## config.mk

```make
export PLATFORM = sky130hd
export DESIGN_NAME = mux4_arbiter
export DESIGN_NICKNAME = d
export VERILOG_FILES = /design/src/rtl/mux4_arbiter_pkg.sv /design/src/rtl/mux4_arbiter_rr_pick4.sv /design/src/rtl/mux4_arbiter.sv
export SDC_FILE = /design/constraint.sdc
export NUM_CORES = 1
export LEC_CHECK = 0
export ABC_AREA = 0
export ABC_CLOCK_PERIOD_IN_PS = 2200
export BUFFER_PORTS_ARGS = -buffer_cell sky130_fd_sc_hd__buf_2
export CORE_MARGIN = 1
export CORE_UTILIZATION = 53
export CTS_CLUSTER_SIZE = 28
export DETAILED_ROUTE_END_ITERATION = 16
export PLACE_DENSITY = 0.77
export SLEW_MARGIN = 0
export SYNTH_ARGS = -nofsm -noshare
export SYNTH_HDL_FRONTEND = slang
export SYNTH_SLANG_ARGS = --single-unit
export TNS_END_PERCENT = 30
```

## constraint.sdc

```tcl
create_clock -name clk -period 2.2 [get_ports clk]
set_input_delay 0.11 -clock clk [delete_from_list [all_inputs] [get_ports clk]]
set_output_delay 0.11 -clock clk [all_outputs]
set_load 0.005 [all_outputs]
```

## src/rtl/mux4_arbiter_pkg.sv

```systemverilog
// Shared types and constants for the 4:1 select arbiter.
// Imported by the picker and the top-level FSM.
package mux4_arbiter_pkg;

    localparam int N_REQ = 4;
    localparam int SEL_W = 2;
    localparam int CNT_W = 4;

    typedef enum logic {
        IDLE = 1'b0,
        BUSY = 1'b1
    } state_t;

endpackage

```

## src/rtl/mux4_arbiter_rr_pick4.sv

```systemverilog
// Round-robin picker: first set request at or after ptr.
// Purely combinational; the FSM owns the pointer.
module rr_pick4
    import mux4_arbiter_pkg::*;
(
    input  logic [N_REQ-1:0] req,
    input  logic [SEL_W-1:0] ptr,
    output logic [SEL_W-1:0] idx,
    output logic             found
);

    logic [SEL_W-1:0] j;

    // scan ptr, ptr+1, ... with natural 2-bit wrap
    always_comb begin
        idx   = ptr;
        found = 1'b0;
        j     = ptr;
        for (int k = 0; k < N_REQ; k++) begin
            j = ptr + SEL_W'(k);
            if (!found && req[j]) begin
                found = 1'b1;
                idx   = j;
            end
        end
    end

endmodule

```

## src/rtl/mux4_arbiter.sv

```systemverilog
// Burst-limited round-robin arbiter driving the select of an
// external 4:1 16-bit mux; grant/sel/out_valid are registered.
module mux4_arbiter #(
    parameter int BURST = 4,
    parameter int N_REQ = 4
) (
    input  logic             clk,
    input  logic             rst_n,
    input  logic [N_REQ-1:0] req,
    input  logic             out_ready,
    output logic [1:0]       sel,
    output logic             out_valid,
    output logic [N_REQ-1:0] grant,
    output logic [N_REQ-1:0] ack,
    output logic             busy
);

    import mux4_arbiter_pkg::*;

    state_t             state, state_n;
    logic [SEL_W-1:0]   ptr, ptr_n;
    logic [CNT_W-1:0]   cnt, cnt_n;
    logic [SEL_W-1:0]   sel_n;
    logic [N_REQ-1:0]   grant_n;
    logic               valid_n;

    logic [SEL_W-1:0]   pick_ptr;
    logic [SEL_W-1:0]   pick_idx;
    logic               pick_found;
    logic               accept;
    logic               more;

    assign accept = out_valid & out_ready;
    assign ack    = {N_REQ{accept}} & grant;
    assign busy   = (state == BUSY);

    // after a finished grant the search resumes just past the winner
    assign pick_ptr = (state == BUSY) ? sel + SEL_W'(1) : ptr;

    // the owner keeps the bus while it has more and budget remains
    assign more = accept & req[sel] & (cnt < CNT_W'(BURST - 1));

    rr_pick4 u_pick (
        .req   (req),
        .ptr   (pick_ptr),
        .idx   (pick_idx),
        .found (pick_found)
    );

    // next-state: arbitrate from IDLE, hold or hand over in BUSY
    always_comb begin
        state_n = state;
        ptr_n   = ptr;
        cnt_n   = cnt;
        sel_n   = sel;
        grant_n = grant;
        valid_n = out_valid;
        unique case (state)
            IDLE: begin
                if (pick_found) begin
                    state_n = BUSY;
                    sel_n   = pick_idx;
                    grant_n = N_REQ'(1) << pick_idx;
                    valid_n = 1'b1;
                    cnt_n   = '0;
                end
            end
            BUSY: begin
                if (more) begin
                    cnt_n = cnt + CNT_W'(1);
                end else if (accept) begin
                    ptr_n = sel + SEL_W'(1);
                    cnt_n = '0;
                    if (pick_found) begin
                        sel_n   = pick_idx;
                        grant_n = N_REQ'(1) << pick_idx;
                    end else begin
                        state_n = IDLE;
                        grant_n = '0;
                        valid_n = 1'b0;
                    end
                end
            end
            default: state_n = IDLE;
        endcase
    end

    // state and registered outputs; reset drops any in-flight word
    always_ff @(posedge clk or negedge rst_n) begin
        if (!rst_n) begin
            state     <= IDLE;
            ptr       <= '0;
            cnt       <= '0;
            sel       <= '0;
            grant     <= '0;
            out_valid <= 1'b0;
        end else begin
            state     <= state_n;
            ptr       <= ptr_n;
            cnt       <= cnt_n;
            sel       <= sel_n;
            grant     <= grant_n;
            out_valid <= valid_n;
        end
    end

endmodule

```

==> results of run 1 <==
[synth_stat cells, types with 2 or more instances]
master / instances
a21oi_1: 4
a221o_1: 2
a22o_1: 2
a22oi_1: 3
and3_1: 4
buf_6: 2
dfrtp_1: 14
ha_1: 2
inv_1: 3
nand2_1: 6
nand2b_1: 3
nand3_1: 2
nand3b_1: 2
nor2_1: 3
nor2_2: 2
nor2b_1: 4
nor3_1: 3
o211ai_1: 2
o21ai_1: 5
o221ai_1: 3
[kinds of logic (layout without fill, tap and decap cells)]
| kind of cell | after synthesis | count (layout) |
|---|---|---|
| flip-flops | 14 | 14 |
| multiplexers | 4 | 4 |
| buffers and inverters | 7 | 29 |
| AO/OA/AOI/OAI | 29 | 29 |
| XOR/XNOR | 1 | 1 |
| adder cells (fa/ha/maj) | 2 | 2 |
| AND/OR/NAND/NOR | 37 | 37 |
[routing by layer]
| metal | vias to the layer above | wire [um] | global-route usage (%) |
|---|---|---|---|
| met5 | - | 0 | 0 |
| met3 | 2 | 111 | 5.31 |
| met2 | 25 | 1100 | 36.8 |
| met4 | 0 | 14 | 17.0 |
| met1 | 416 | 852 | 28.1 |
| li1 | 406 | - | - |
[worst max-delay path, stage by stage, from the launching register on]
cell and delay, ns:
dfrtp_1 0.49, xnor2_2 0.30, a221oi_2 0.12, nor4_2 0.47
or3_1 0.20, o21ai_1 0.07, a221o_1 0.27
[layout make-up]
| cell class | count | area [um^2] | share of cell area, % |
|---|---|---|---|
| inverters | 4 | 17.5 | 1.62 |
| flip-flops and latches | 14 | 350 | 32.4 |
| well taps | 16 | 20.0 | 1.85 |
| repair buffers | 21 | 115 | 10.6 |
| multi-input cells | 73 | 543 | 50.2 |
| clock buffers | 4 | 36.3 | 3.35 |
[sequential cells by signal (all words and copies together) (netlist names)]
register and cells:
busy 1, cnt 4, grant 4, out_valid 1
ptr 2, sel 2
[power by group through the flow]
| stage | sequential (mW) | combinational [mW] | clock, mW |
|---|---|---|---|
| after floorplan | 0.272 | 0.0284 | 0 |
| after global placement | 0.272 | 0.0541 | 0 |
| after detailed placement | 0.272 | 0.0549 | 0 |
| after CTS | 0.267 | 0.0565 | 0.193 |
| after global routing | 0.268 | 0.0615 | 0.207 |
| final | 0.267 | 0.0565 | 0.192 |
[stage by stage]
stage	std cells	setup slack, ns	utilization, %	hold WS [ns]	total power, mW
2_1_floorplan	94	0.363	-	-0.186	0.300
3_3_place_gp	127	0.251	65.7	0.0235	0.326
3_5_place_dp	127	0.208	65.7	0.0262	0.327
4_1_cts	132	0.193	68.7	0.255	0.517
5_1_grt	132	0.0915	68.7	0.260	0.536
6_report	132	0.178	68.7	0.248	0.515
[how the worst min path moves through the flow]
stage	startpoint	end	slack, ns	cells past startpoint
2_1_floorplan	rst_n	busy$_DFF_PN0_	-0.19	0
3_3_place_gp	rst_n	cnt[3]$_DFFE_PN0P_	0.02	1
5_1_grt	rst_n	cnt[3]$_DFFE_PN0P_	0.26	2
6_report	rst_n	cnt[3]$_DFFE_PN0P_	0.25	2
3_5_place_dp	rst_n	cnt[3]$_DFFE_PN0P_	0.03	1
4_1_cts	rst_n	cnt[3]$_DFFE_PN0P_	0.25	2
==> flow_summary.yaml, run 1 <==
yosys:
  synthMuxAreaShare_pct: 5.87
  synth_top_family_by_area: "compound AO/OA/AOI/OAI gates"
  yosys.area.top_type: "dfrtp_1"
  ys_types: 43
  synthTopCellsByArea: "dfrtp_1, o221ai_1, and3_1"
  async_reset_ff_share_pct: 100
  syn-num-nets: 103
  synth_ff_type: "dfrtp_1"
  seq_area_frac_synth_pct: 37.3
  synth_xor_area_share_pct: 1.73
  synth_simple_gate_area_share_pct: 23.1
  synth.top_cell.area_share_pct: 37.3
  synth-seq-cells: 14
  synthAdderAreaFrac_pct: 2.67
  synth_compound_area_share_pct: 24.5
  synth_cells: 94
  synth.avg_cell_area_um2: 9.98
  yosysWarnings: 0
  synth.cell_area_um2: 938
  synth_edf_count: 0
floorplanning:
  start_util_pct: 59.5
  die_x_um: 44.1
  die-area_um2: 1940
  core_area_um2: 1580
  dieHeight_um: 44.1
  ios: 19
  fp-row-count: 14
timing:
  fin_skew_ns: 0.000315
  setup_violations: 0
  clock.fmax_ghz: 0.495
  rsz0062_at_grt: "false"
  maxSlewViolCount: 0
  fin_setup_tns_ns: 0
  max_slew_margin_pct: 68.5
  final_hold_viol_count: 0
  tightest_slew_ns: 0.468
  period_share_pct: 91.9
  layout_min_cycle_time_ns: 2.02
critical_path:
  worstSetupStartpoint: "sel[0]$_DFFE_PN0P_"
  reg2reg_slack_ns: 0.18
  required_ns: 2.38
  cp-endpoint: "grant[3]$_DFFE_PN0P_"
  ff2ff_path_depth: 6
  critPathLaunchType: "flop"
  crit_type: "flop to flop"
  crit_path_end_kind: "flop"
  worstPathMaxFanout: 8
  regToRegEndpoint: "grant[3]$_DFFE_PN0P_"
  critPathArrivalTime_ns: 2.20
  rr_startpoint: "sel[0]$_DFFE_PN0P_"
global_routing:
  grt_pass1_vias: 768
  grt_usage_pct: 23.4
  grt.overflow.total: 0
  grt_max_degree: 15
  grt_pass1_wl_mm: 3.22
  antenna_found_initial: 0
cts:
  clk_pin_slew_ns: 0.09
  ctsHtreeMaxLevel: 1
  ctsHoldBuffers: 1
  cts.sinks: 14
  ctsRootBufferMaster: "clkbuf_4"
  cts_setup_buffers: 0
  cts_tree: "yes"
  numCtsBuffers: 3
  cts_buffer_depth: 2
  clk_latency_ns: 0.28
  cts_resized: 0
place:
  post_dp_cell_area_um2: 1040
  hpwl_mm: 1.55
  gp_congestion: 0.917
  port-buffer-count: 18
worst_hold_path:
  hold_class: "input pin to asynchronous set/reset pin"
drt:
  wirelength_mm: 2.08
  firstDrtPassIters: 4
  viasPerCell: 6.43
  drtIter0Drc: 27
  dr_total_vias: 849
  drtAntennaViolNets: 0
  drc: 0
  routedWlPerCell_um: 15.8
cells_and_area:
  final_cell_mix: "buf_2, dfrtp_1, nand2_1"
  syn2layout_area_growth_pct: 15.3
  stdcell_area_um2: 1080
  diodes: 0
  final_nets: 126
  drive_above_1_share_pct: 29.3
  final_common_cell: "buf_2"
  fillerInstances: 124
power:
  combinationalPowerShare_pct: 11.0
  p_sw_mw: 0.127
  p_clk_share_pct: 37.2
  intPower_mw: 0.388
  p_per_area_nw_per_um2: 476
  peakVddDrop_mv: 0.479
  pwr-share-seq_pct: 51.8
  switching_share_pct: 24.7
  p_leak_nw: 0.514
status:
  outcome: "finished clean"
flow_run:
  drv_cap: 0
No activity file was read; power rests on OpenSTA's default activity.
==> run 2: changes to the inputs <==
==> constraint.sdc (replaced) <==
create_clock -name clk -period 2.2 [get_ports clk]
set_input_delay 0.55 -clock clk [delete_from_list [all_inputs] [get_ports clk]]
set_output_delay 0.55 -clock clk [all_outputs]
set_load 0.02 [all_outputs]
==> run 2 against run 1 <==
  * Critical endpoint unchanged
  * Combinational power grew 7.8%
  * Clock power shrank 23%
  * Cell area shrank 0.81%
  * Global-route usage grew 0.17 points
  * Clock-buffer cell count shrank 1
  * Non-clock buffer count grew 1
  * Largest power group unchanged
  * Via count shrank 1.2%
  * Register-to-register slack is essentially flat
==> flow_summary.yaml, run 2 (synthesis gave the netlist of run 1 again) <==
cts:
  cts_setup_buffers: 0
  numCtsBuffers: 3
  cts_resized: 0
  cts.sinks: 14
  cts_buffer_depth: 2
  ctsRootBufferMaster: "clkbuf_4"
  ctsHoldBuffers: 0
  ctsHtreeMaxLevel: 1
  clk_pin_slew_ns: 0.09
  clk_latency_ns: 0.28
  cts_tree: "yes"
drt:
  wirelength_mm: 2.07
  viasPerCell: 6.36
  routedWlPerCell_um: 15.6
  drc: 0
  dr_total_vias: 839
  drtIter0Drc: 22
  drtAntennaViolNets: 0
  firstDrtPassIters: 5
power:
  p_clk_share_pct: 31.1
  intPower_mw: 0.349
  peakVddDrop_mv: 0.304
  switching_share_pct: 26.7
  combinationalPowerShare_pct: 12.8
  pwr-share-seq_pct: 56.1
  p_sw_mw: 0.127
  p_leak_nw: 0.513
  p_per_area_nw_per_um2: 444
floorplanning:
  start_util_pct: 59.5
  die-area_um2: 1940
  ios: 19
  dieHeight_um: 44.1
  fp-row-count: 14
  core_area_um2: 1580
  die_x_um: 44.1
flow_run:
  drv_cap: 0
global_routing:
  use_met3_pct: 3.67
  grt_max_degree: 15
  grt_usage_pct: 23.6
  grt_pass1_wl_mm: 3.30
  gr-usage-met2_pct: 38.5
  grt_pass1_vias: 758
  grt.overflow.total: 0
  met1_usage_pct: 30.8
  busiest_layer: "met2"
  antenna_found_initial: 0
cells_and_area:
  reg.largest.list: "cnt: 4 flops, grant: 4 flops"
  final_nets: 127
  final_common_cell: "buf_2"
  syn2layout_area_growth_pct: 14.4
  utilization_pct: 68.1
  stdcell_area_um2: 1070
  final_cell_mix: "buf_2, dfrtp_1, nand2_1"
  diodes: 0
  drive_above_1_share_pct: 30.2
critical_path:
  critPathTopFamily: "compound AO/OA/AOI/OAI gates"
  crit_chain: "buf_4 > inv_4 > o211ai_1 > a2bb2oi_1 > o221ai_1 > o21ai_1 > a221o_1"
  required_ns: 2.38
  critPathArrivalTime_ns: 2.20
  crit_type: "flop to flop"
  critPathLaunchType: "flop"
  worst_path_max_delay_cell: "dfrtp_1"
  critPathBufInv: 2
  crit_path_end_kind: "flop"
  ff2ff_path_depth: 7
  slowest_delay_ns: 0.56
  cp.depth: 7
  worstPathMaxFanout: 12
place:
  gp_congestion: 0.779
  port-buffer-count: 18
  post_dp_cell_area_um2: 1050
  hpwl_mm: 1.53
worst_hold_path:
  hold_class: "input pin to asynchronous set/reset pin"
timing:
  final_hold_viol_count: 0
  max_slew_margin_pct: 67.7
  fin_skew_ns: 0.00586
  tightest_slew_ns: 0.480
  clock.fmax_ghz: 0.494
  period_share_pct: 92.1
  hold-worst-slack_ns: 0.144
  rsz0062_at_grt: "false"
  fin_setup_tns_ns: 0
  setup_violations: 0
  maxSlewViolCount: 0
  layout_min_cycle_time_ns: 2.03
status:
  outcome: "finished clean"
## run 2: changes by cell type in the layout (fill, tap and decap cells not counted), sizes merged
cell | previous run | this run
clkbuf | 4 | 3
buf | 20 | 22
dlygate4sd3 | 1 | 0
## run 2: stage by stage
step	cells	setup WS, ns	power [mW]
2_1_floorplan	94	0.236	0.306
3_3_place_gp	129	0.108	0.332
3_5_place_dp	129	0.0856	0.333
4_1_cts	132	0.171	0.478
5_1_grt	132	0.0238	0.491
6_report	132	0.175	0.477
## run 2: metal layers
metal / up-vias / wire length (um) / share of wire [%]
met5: - / 0 / 0
met4: 0 / 41 / 2.0
met3: 4 / 79 / 3.8
met2: 20 / 1040 / 50
met1: 410 / 907 / 44
li1: 405 / - / -
## run 2: final timing paths
check	endpoint	startpoint	slack, ns
max	grant[3]$_DFFE_PN0P_	busy$_DFF_PN0_	0.17
min	grant[2]$_DFFE_PN0P_	rst_n	0.14
max reg2reg	grant[3]$_DFFE_PN0P_	busy$_DFF_PN0_	0.17
min reg2reg	cnt[2]$_DFFE_PN0P_	cnt[2]$_DFFE_PN0P_	0.51
max in group asynchronous	ptr[0]$_DFFE_PN0P_	rst_n	1.81
min in group clk	cnt[2]$_DFFE_PN0P_	cnt[2]$_DFFE_PN0P_	0.51
## run 2: power by group through the flow
stage	clock network (mW)	registers, mW	logic, mW
2_1_floorplan	0	0.278	0.0283
3_3_place_gp	0	0.272	0.0597
3_5_place_dp	0	0.272	0.0609
4_1_cts	0.150	0.267	0.0611
5_1_grt	0.158	0.267	0.0662
6_report	0.148	0.267	0.0609
## run 2: layout make-up
class                   count  area (um^2)
inverters                   4         17.5
flip-flops and latches     14          350
multi-input cells          73          543
repair buffers             22          120
fillers                   133          503
well taps                  16         20.0
clock buffers               3         22.5
==> run 3: changes to the inputs <==
Settings changed: BUFFER_PORTS_ARGS -buffer_cell sky130_fd_sc_hd__buf_2 to -buffer_cell sky130_fd_sc_hd__clkbuf_2, REMOVE_ABC_BUFFERS set to 1, SKIP_LAST_GASP set to 1.
==> run 3 against run 2 <==
  * Die area is the same
  * Register-to-register slack gained 0.05 ns
  * First-iteration DRC count shrank 4.5%
  * Wire length shrank 1.8%
  * Critical path depth shrank 2
  * Worst setup slack gained 0.049 ns
  * Via count grew 2.5%
  * Global-route usage grew 0.43 points
  * Non-clock buffer count grew 1
  * Largest power group unchanged
  * Clock power grew 31%
==> flow_summary.yaml, run 3 (synthesis gave the netlist of run 1 again) <==
critical_path:
  reg2reg_slack_ns: 0.22
  slowest_delay_ns: 0.60
  crit_type: "flop to flop"
  rr_startpoint: "sel[0]$_DFFE_PN0P_"
  regToRegEndpoint: "grant[3]$_DFFE_PN0P_"
  ff2ff_path_depth: 5
  critPathArrivalTime_ns: 2.21
  required_ns: 2.43
  crit_chain: "mux4_2 > a21oi_4 > buf_4 > nor3b_1 > a221o_1"
  worstPathMaxFanout: 8
  critPathBufInv: 1
  critPathLaunchType: "flop"
  worst_path_max_delay_cell: "mux4_2"
  crit_path_end_kind: "flop"
  critPathTopFamily: "multiplexers"
global_routing:
  grt_max_degree: 15
  grt_usage_pct: 24.0
  grt_pass1_vias: 799
  grt.overflow.total: 0
  antenna_found_initial: 0
  grt_pass1_wl_mm: 3.39
flow_run:
  drv_cap: 0
cts:
  numCtsBuffers: 3
  cts.sinks: 14
  ctsHoldBuffers: 0
  cts_tree: "yes"
  ctsHtreeMaxLevel: 1
  cts_buffer_depth: 2
  ctsRootBufferMaster: "clkbuf_4"
  clk_pin_slew_ns: 0.09
  clk_latency_ns: 0.29
  cts_setup_buffers: 0
  cts_resized: 0
timing:
  max_slew_margin_pct: 71.3
  fin_skew_ns: 0.00123
  period_share_pct: 89.8
  maxSlewViolCount: 0
  setup_violations: 0
  layout_min_cycle_time_ns: 1.98
  clock.fmax_ghz: 0.506
  tightest_slew_ns: 0.427
  final_hold_viol_count: 0
  rsz0062_at_grt: "false"
power:
  power.total_mw: 0.524
  p_per_area_nw_per_um2: 478
  peakVddDrop_mv: 0.369
  p_leak_nw: 0.518
cells_and_area:
  drive_above_1_share_pct: 31.4
  final_cell_mix: "clkbuf_2, dfrtp_1, nand2_1"
  reg.largest.list: "cnt: 4 flops, grant: 4 flops"
  final_common_cell: "clkbuf_2"
  utilization_pct: 69.4
  fillerInstances: 134
  syn2layout_area_growth_pct: 16.7
  diodes: 0
  stdcell_area_um2: 1090
  regArea_um2: 350
  multiInputGateArea_um2: 543
  final_nets: 128
drt:
  routedWlPerCell_um: 15.1
  drc: 0
  drtAntennaViolNets: 0
  dr_total_vias: 860
  wirelength_mm: 2.03
  viasPerCell: 6.42
  drtIter0Drc: 21
  firstDrtPassIters: 5
status:
  outcome: "finished clean"
floorplanning:
  core_area_um2: 1580
  fp-row-count: 14
  dieHeight_um: 44.1
  ios: 19
  die_x_um: 44.1
  start_util_pct: 59.5
  die-area_um2: 1940
place:
  hpwl_mm: 1.53
  post_dp_cell_area_um2: 1060
  port-buffer-count: 18
  gp_congestion: 0.801
worst_hold_path:
  hold_class: "input pin to asynchronous set/reset pin"
==> run 3: cell types whose count changed in the layout (fill, tap and decap cells not counted), sizes merged <==
cell,delta
buf,-17
clkbuf,+19
==> run 3: worst max path at each step <==
| stage | from | to | slack [ns] | cells past startpoint |
|---|---|---|---|---|
| CTS | sel[0]$_DFFE_PN0P_ | grant[2]$_DFFE_PN0P_ | 0.21 | 5 |
| floorplan | req[0] | cnt[0]$_DFFE_PN0P_ | -0.13 | 6 |
| finish | sel[0]$_DFFE_PN0P_ | grant[3]$_DFFE_PN0P_ | 0.22 | 5 |
| global route | sel[0]$_DFFE_PN0P_ | grant[3]$_DFFE_PN0P_ | 0.08 | 5 |
| global placement | req[0] | cnt[0]$_DFFE_PN0P_ | 0.10 | 7 |
| detailed placement | req[0] | cnt[0]$_DFFE_PN0P_ | 0.07 | 7 |
==> run 3: through the flow <==
| stage | hold slack, ns | cells | TNS [ns] | worst slack (ns) |
|---|---|---|---|---|
| final | 0.150 | 134 | 0 | 0.224 |
| after global routing | 0.182 | 134 | 0 | 0.0844 |
| after CTS | 0.162 | 134 | 0 | 0.206 |
| after detailed placement | 0.473 | 130 | 0 | 0.0729 |
| after global placement | 0.467 | 130 | 0 | 0.103 |
| after floorplan | 0.254 | 91 | -0.134 | -0.134 |
==> run 3: area by class of cell <==
cell class / instances / share of cell area [%]
Inverter: 4 / 1.60
Multi-Input combinational cell: 73 / 49.6
Clock buffer: 4 / 3.31
Sequential cell: 14 / 32.0
Timing Repair Buffer: 23 / 11.7
Tap cell: 16 / 1.83
==> run 3: metal layers <==
metal / vias up / share of wire [%] / GRT usage (%)
li1: 413 / - / -
met2: 18 / 50 / 40.9
met5: - / 0 / 0
met4: 0 / 1.7 / 10.3
met3: 5 / 2.9 / 3.67
met1: 424 / 45 / 30.3
==> run 3: where the power goes <==
| part | switching (mW) | internal [mW] |
|---|---|---|
| registers | 0.00494 | 0.262 |
| clock network | 0.0931 | 0.101 |
| logic | 0.0373 | 0.0253 |
| total | 0.135 | 0.388 |
